--- src/rtl/beep_mixer.sv ---
// rtl/beep_mixer.sv - buzzer mixer: music pass-through with prioritized, gap-guarded sound effects
// and a duty-cycle volume gate.
module beep_mixer #(
  parameter int SFX_LEN = 6000000,
  parameter int GAP_LEN = 60000,
  parameter int P_JUMP  = 68181,
  parameter int P_HIT   = 136363,
  parameter int P_OVER  = 272727
) (
  input  logic       clk,
  input  logic       rst,
  input  logic       music_beep,
  input  logic [2:0] sfx_trig,
  input  logic [1:0] volume,
  output logic       beep_out,
  output logic       sfx_busy
);

  typedef enum logic [1:0] {IDLE, GAP_IN, SFX, GAP_OUT} state_t;

  localparam logic [1:0]  EV_NONE  = 2'd0;
  localparam logic [1:0]  EV_JUMP  = 2'd1;
  localparam logic [1:0]  EV_HIT   = 2'd2;
  localparam logic [1:0]  EV_OVER  = 2'd3;
  localparam logic [16:0] GAP_LAST = 17'(GAP_LEN - 1);
  localparam logic [22:0] LEN_LAST = 23'(SFX_LEN - 1);

  state_t      state_q;
  logic [1:0]  ev_q;
  logic [16:0] gap_q;
  logic [22:0] len_q;
  logic [18:0] tone_q;
  logic [2:0]  gate_q;
  logic        beep_q;
  logic        busy_q;

  logic [1:0]  trig_pri;
  logic [18:0] period;
  logic        tone_bit;
  logic        gate;
  logic        source;
  logic        beep_d;

  // Event code doubles as priority, so one >= compare decides restart vs ignore.
  always_comb begin
    trig_pri = EV_NONE;
    if (sfx_trig[2])      trig_pri = EV_OVER;
    else if (sfx_trig[1]) trig_pri = EV_HIT;
    else if (sfx_trig[0]) trig_pri = EV_JUMP;
  end

  always_comb begin
    period = 19'(P_JUMP);
    case (ev_q)
      EV_HIT:  period = 19'(P_HIT);
      EV_OVER: period = 19'(P_OVER);
      default: period = 19'(P_JUMP);
    endcase
  end

  assign tone_bit = tone_q > (period >> 1);

  always_comb begin
    gate = 1'b0;
    case (volume)
      2'd3:    gate = 1'b1;
      2'd2:    gate = (gate_q < 3'd4);
      2'd1:    gate = (gate_q < 3'd2);
      default: gate = 1'b0;
    endcase
  end

  always_comb begin
    source = 1'b0;
    case (state_q)
      IDLE:    source = music_beep;
      SFX:     source = tone_bit;
      default: source = 1'b0;
    endcase
  end

  assign beep_d = gate & source;

  always_ff @(posedge clk or posedge rst) begin
    if (rst) begin
      state_q <= IDLE;
      ev_q    <= EV_NONE;
      gap_q   <= '0;
      len_q   <= '0;
      tone_q  <= '0;
      gate_q  <= '0;
      beep_q  <= 1'b0;
      busy_q  <= 1'b0;
    end else begin
      gate_q <= gate_q + 3'd1;
      beep_q <= beep_d;
      // ev_q is NONE in IDLE, so any trigger starts an effect from there.
      if (trig_pri != EV_NONE && trig_pri >= ev_q) begin
        ev_q    <= trig_pri;
        gap_q   <= '0;
        state_q <= GAP_IN;
        busy_q  <= 1'b1;
      end else begin
        case (state_q)
          IDLE: ;
          GAP_IN: begin
            if (gap_q == GAP_LAST) begin
              state_q <= SFX;
              tone_q  <= '0;
              len_q   <= '0;
            end else begin
              gap_q <= gap_q + 17'd1;
            end
          end
          SFX: begin
            tone_q <= (tone_q == period - 19'd1) ? '0 : tone_q + 19'd1;
            if (len_q == LEN_LAST) begin
              state_q <= GAP_OUT;
              gap_q   <= '0;
            end else begin
              len_q <= len_q + 23'd1;
            end
          end
          GAP_OUT: begin
            if (gap_q == GAP_LAST) begin
              state_q <= IDLE;
              ev_q    <= EV_NONE;
              busy_q  <= 1'b0;
            end else begin
              gap_q <= gap_q + 17'd1;
            end
          end
          default: state_q <= IDLE;
        endcase
      end
    end
  end

  assign beep_out = beep_q;
  assign sfx_busy = busy_q;

endmodule

--- config.mk ---
export PLATFORM = sky130hd
export DESIGN_NAME = beep_mixer
export DESIGN_NICKNAME = d
export VERILOG_FILES = /design/src/rtl/beep_mixer.sv
export SDC_FILE = /design/constraint.sdc
export NUM_CORES = 1
export LEC_CHECK = 0
export CAP_MARGIN = 20
export CORE_MARGIN = 2
export CORE_UTILIZATION = 50
export DETAILED_ROUTE_END_ITERATION = 12
export HOLD_SLACK_MARGIN = 0.03
export PLACE_DENSITY_LB_ADDON = 0.08
export SYNTH_ARGS = -nofsm -noshare
export SYNTH_HDL_FRONTEND = slang
export SYNTH_SLANG_ARGS = --single-unit
--- constraint.sdc ---
create_clock -name clk -period 2.6 [get_ports clk]
set_input_delay 0.26 -clock clk [delete_from_list [all_inputs] [get_ports clk]]
set_output_delay 0.26 -clock clk [all_outputs]
set_load 0.01 [all_outputs]
## Word-level counts from Yosys, hierarchy flattened

Index checks and enable logic that the tools add are counted.

| word-level totals | value |
|---|---|
| bits in registers | 68 |
| bits of input ports | 8 |
| output and inout bits | 2 |
| logic and storage cells | 76 |

| operators by class | value |
|---|---|
| add/sub/neg operators | 5 |
| order comparisons | 4 |
| eq/ne operators | 17 |
| mux-type cells | 26 |
| bitwise gates (word level) | 2 |
| reductions and logical operators | 14 |

Operator list:

| cell | number |
|---|---|
| $pmux 19 s2 | 2 |
| $mux 17 | 3 |
| $mux 23 | 2 |
| $pmux 23 s2 | 1 |
| $mux 19 | 2 |
| $pmux 17 s2 | 1 |
| $add 23x1->23 const B | 1 |
| $eq 23x23->1 const B | 1 |
| $add 19x1->19 const B | 1 |
| $eq 19x19->1 | 1 |
| $gt 19x18->1 | 1 |
| $sub 19x1->19 const B | 1 |
| $add 17x1->17 const B | 1 |
| $eq 17x16->1 const B | 1 |
| $mux 2 | 8 |
| $eq 2x2->1 const B | 6 |
| $ne 3x3->1 const B | 4 |
| $reduce_and 4->1 | 2 |
| $reduce_bool 2->1 | 4 |
| $pmux 2 s3 | 1 |
| $reduce_and 3->1 | 2 |
| $eq 2x1->1 const B | 2 |
| $mux 1 | 4 |
| $ne 2x2->1 const B | 2 |
| 14 further kinds | 14 |

## Depth between registers and ports, before layout

| depth | value |
|---|---|
| depth in word-level cells | 7 |
| depth in mapped cells | 11 |
| gate-level depth less buffers | 9 |

## Worst setup path before layout

No wires, ideal clock.

| timing | value |
|---|---|
| path type | register to register |
| start | register ev_q[1] |
| end | register tone_q[5] |
| setup time | 0.121 ns |
| arrival | 2.730 ns |
| setup slack | -0.251 ns |
| cell stages (with the launch flop) | 10 |
| path buffers | 1 |
| period minus slack after synthesis | 2.851 ns |
| path through | dfrtp_1 nor2b_1 clkinv_1 ha_1 nor4_1 nand3_1 o31ai_4 buf_2 o21ai_0 a22o_1 |

| on the way | value |
|---|---|
| longest elaborated chain between the ends | 6 |
| elaborated cells on any way between the ends | 11 |
| those cells by class | add/sub (1); order compare (1); eq/ne (3); mux (3); bitwise (1); reduce/logical (2) |

RTL lines:

| what | line | text |
|---|---|---|
| start: declaration | 29 | `logic [1:0] ev_q;` |
| start signal: assignment | 99 | `ev_q <= trig_pri;` |
| $eq 2x2->1 | 54 | `case (ev_q)` |
| $pmux 19 s2 | 54 |  |
| $sub 19x1->19 | 116 | `tone_q <= (tone_q == period - 19'd1) ? '0 : tone_q + 19'd1;` |
| $eq 19x19->1 | 116 |  |
| $mux 19 | 116 |  |
| $pmux 19 s2 | 104 | `case (state_q)` |
| end signal: assignment | 116 |  |
| end: declaration | 32 | `logic [18:0] tone_q;` |

Parallel ways exist; a longest one is shown, timed or not.
A chain may end at the register's enable or synchronous reset.

## Worst setup path in the final report

| timing | value |
|---|---|
| start | input sfx_trig[1] |
| end | register len_q[22] |

| on the way | value |
|---|---|
| longest elaborated chain between the ends | 6 |
| elaborated cells on any way between the ends | 7 |
| those cells by class | order compare (1); mux (2); bitwise (1); reduce/logical (3) |

RTL lines:

| what | line | text |
|---|---|---|
| start: declaration | 13 | `input logic [2:0] sfx_trig,` |
| $mux 2 (*) | 48 | `else if (sfx_trig[1]) trig_pri = EV_HIT;` |
| $mux 2 (*) | 47 | `if (sfx_trig[2]) trig_pri = EV_OVER;` |
| $ge 2x2->1 or $reduce_bool 2->1 (tied branches) | 98 | `if (trig_pri != EV_NONE && trig_pri >= ev_q) begin` |
| $logic_and 1x1->1 (*) | 98 |  |
| $not 1->1 (no source line) (*) | n/a |  |
| $reduce_and 4->1 (no source line) (*) | n/a |  |
| end signal: assignment | 121 | `len_q <= len_q + 23'd1;` |
| end: declaration | 31 | `logic [22:0] len_q;` |

Mark *: on every way between the ends. The rest lies on a longest branch, timed or not.

==> key figures <==
Run status
  – Status: complete, no violations

Critical path
  – Peak per-stage delay on the critical path: ~520 ps
  – Crit path max fanout: 5
  – CP Data Arrival Time: 2740 ps
  – Worst r2r src: ev_q[0]
  – CP cell instances: clkdlybuf4s50_1, inv_1, a21oi_2, ha_1, nand2b_1, a21oi_2, o21ai_2, or3_4, or4_1, a21oi_1
  – Buf/Inv on CP: 2
  – Depth of the worst register-to-register path: 10
  – Critical Path RT: 2860 ps
  – R2r setup slk: around 150 ps
  – Crit start category: primary input
  – Worst setup EP type: flop
  – Delay-heaviest family, CP: simple AND/OR/NAND/NOR gates
  – Most used cell, CP: a21oi_2
  – Slowest-stage cell, CP: or4_1
  – Critical path type: primary input to flop
  – CP Launch Point: sfx_trig[1]
  – RR Endpoint: tone_q[17]

Yosys
  – Count leader, synth: dfrtp_1
  – Net Count, Synth: ~540
  – Netlist cell types: 66
  – Top_reg_cell synth: dfrtp_1
  – Share of the synthesized area in the top cell type: 38.0%
  – Cell Area, Synth: between 0.004 and 0.005 sq mm
  – Syn avg cell area: ~8.8 sq um
  – Cell taking the most area after synthesis: dfrtp_1
  – EDFF count, synth: 0
  – Dominant cells by area after synthesis: dfrtp_1, ha_1, o21ai_0
  – Post-Syn Instances: 509
  – Synthesized flop and latch total: a little under 70
  – FFs w/ async S/R, synth: between 90% and 100%
  – YS warnings: 0
  – Synth top cells by count: dfrtp_1, o21ai_0, nand2_1, a21oi_1, nor2_1
  – Sequential area share after synthesis: 38.0%

Timing
  – Final period util: a little over nine tenths
  – Clock skew: 8.74 ps
  – Post-route minimum period: 2470 ps
  – Endpoints failing hold: 0
  – RSZ-0062 raised after global routing: true
  – Worst slew pin tran: 675 ps
  – Final setup violation count: 0
  – FMAX: ~0.40 GHz
  – Normalized max-slew margin: a little over half
  – Slew Limit Fails: 0

Clock tree
  – Root buf cell: clkbuf_8
  – Htree depth: 3
  – CTS tree: done
  – TritonCTS buffer count: 9
  – Clk buf depth: 2
  – Hold_buf cts: 0
  – Worst skew pair latency: 340 ps
  – CTS clk-pin slew, worst paths: 80 ps
  – CTS sink cnt: 68

GRT
  – Tot GR Track Use: around 25%
  – Vias in the first global route: just over 4000
  – Antenna violations before repair: 0
  – First-pass GRT wire length: roughly 20000 um
  – Largest net degree at the start of global routing: 40
  – Grt ovf: 0

Route
  – Final WL: 11500 um
  – DR vias/cell: 6.11
  – Number of iterations in the first detailed-routing pass: 5
  – Detailed Route Iter0 Violations: between 200 and 300
  – DRC Markers: 0
  – DR WL/cell: 16.7 um
  – Vias: 4228
  – Antenna Nets Post-Route: 0

Die
  – Die X-Extent: 98.6 um
  – Core area: 0.00872 sq mm
  – Die Y: 98.6 um
  – Core Rows: 34
  – Die ar.: 0.00972 sq mm
  – Initial core utilization: 51.3%
  – IO Count: 10

Placement
  – RePlAce Congestion: 0.956
  – PortBufs: 9
  – DPL Wire Length: ~8400 um

Cells and area
  – # fillers: roughly 800
  – Nets: between 600 and 700
  – Area delta synth->final: 19.5%
  – N_diodes: 0
  – Util after Layout: 61.3%
  – Fraction of layout cells with a size suffix above 1: about a fifth

Power and ir drop
  – Worst VDD drop: 0.000398 V
  – Pwr/cell area: 769 mW/mm^2
  – Leak Pwr: 2.36 nW
  – Total power draw: 4.11 mW

Worst hold path
  – Type of the worst min-delay path: primary input to async pin

Run
  – Max Cap Violations: 0
power by group:
part           internal (mW)  leakage [nW]  switching, mW
logic                  0.909          1.34           1.17
clock network          0.390        0.0872          0.409
registers               1.14         0.927         0.0894
registers in the layout, summed over array words and instances (netlist names):
name	flops
gate_q	3
state_q	2
tone_q	19
beep_out	1
len_q	23
ev_q	2
sfx_busy	1
gap_q	17
through the flow:
stage	hold WS (ps)	cells	cell area [sq um]	TNS, ps	setup WS, ps
final	329	692	5350	0	128
after global routing	373	692	5350	-7.80	-7.80
after global placement	415	672	5100	-6910	-360
after floorplan	401	509	4480	0	30.7
after detailed placement	427	672	5100	-9860	-471
after CTS	330	688	5300	0	19.6
tightest hold or removal path: cells and delay by family:
| kind | cells | cell delay (ps) |
|---|---|---|
| buf+inv | 3 | 830 |
worst max path at each step:
stage                     depth (start not counted)   endpoint  slack [ps]
final                                            10  len_q[22]         130
after global routing                              9  gap_q[15]          -8
after CTS                                        10   len_q[3]          20
after detailed placement                         10  len_q[22]        -470
after global placement                           11  len_q[10]        -360
after floorplan                                   9  tone_q[5]          30
final cells by class:
| cell class | instances | area (sq um) | share of cell area (%) |
|---|---|---|---|
| clock buffers | 11 | 151 | 2.83 |
| inverters | 21 | 80.1 | 1.50 |
| repair buffers | 78 | 608 | 11.4 |
| multi-input cells | 402 | 2650 | 49.5 |
| clock inverters | 4 | 25.0 | 0.468 |
| well taps | 108 | 135 | 2.53 |
| flip-flops and latches | 68 | 1700 | 31.8 |
cell usage in the layout, fill, tap and decap left out, drive strengths merged, types with 3 or more instances in the layout:
master and instances:
ha 26, o31a 3, a21oi 37, inv 20
nor2 30, clkdlybuf4s50 9, clkbuf 11, xnor2 3
nor3 12, nand3 25, buf 69, a21o 7
and4 4, nor4 6, clkinv 3, o211ai 6
or2 4, dfrtp 68, nand4 19, o31ai 9
nand4bb 3, o21a 4, o21ai 50, and2 4
a22o 14, or4 14, nand2b 3, o41ai 4
nor4b 5, and3 11, nand2 42, nor2b 9
or3 21
kinds of logic (layout without fill, tap and decap cells):
kind of cell | Yosys count | after routing | share of synthesized area [%]
XOR/XNOR | 5 | 5 | 0.979
AND/OR/NAND/NOR | 216 | 217 | 27.3
adder cells (fa/ha/maj) | 28 | 28 | 7.72
multiplexers | 3 | 3 | 0.727
AO/OA/AOI/OAI | 149 | 149 | 21.6
flip-flops | 68 | 68 | 38.0
buffers and inverters | 40 | 114 | 3.72
metal layers:
layer  up-vias  GRT usage [%]  wire length (um)
li1       2068              -                 -
met1      2058           31.6              5240
met2        82           42.0              5700
met3        20           2.84               321
met4         0           10.3               284
met5         -              0                 0
what timing repair did:
action | 4_1_cts | 5_1_grt
resized for setup | 3 | 6
pin swaps | 0 | 5
gates cloned | 1 | 0
setup buffers | 0 | 4
endpoints found under the setup margin | 10 | 36
Note: power is estimated with default switching activity, not from simulation.
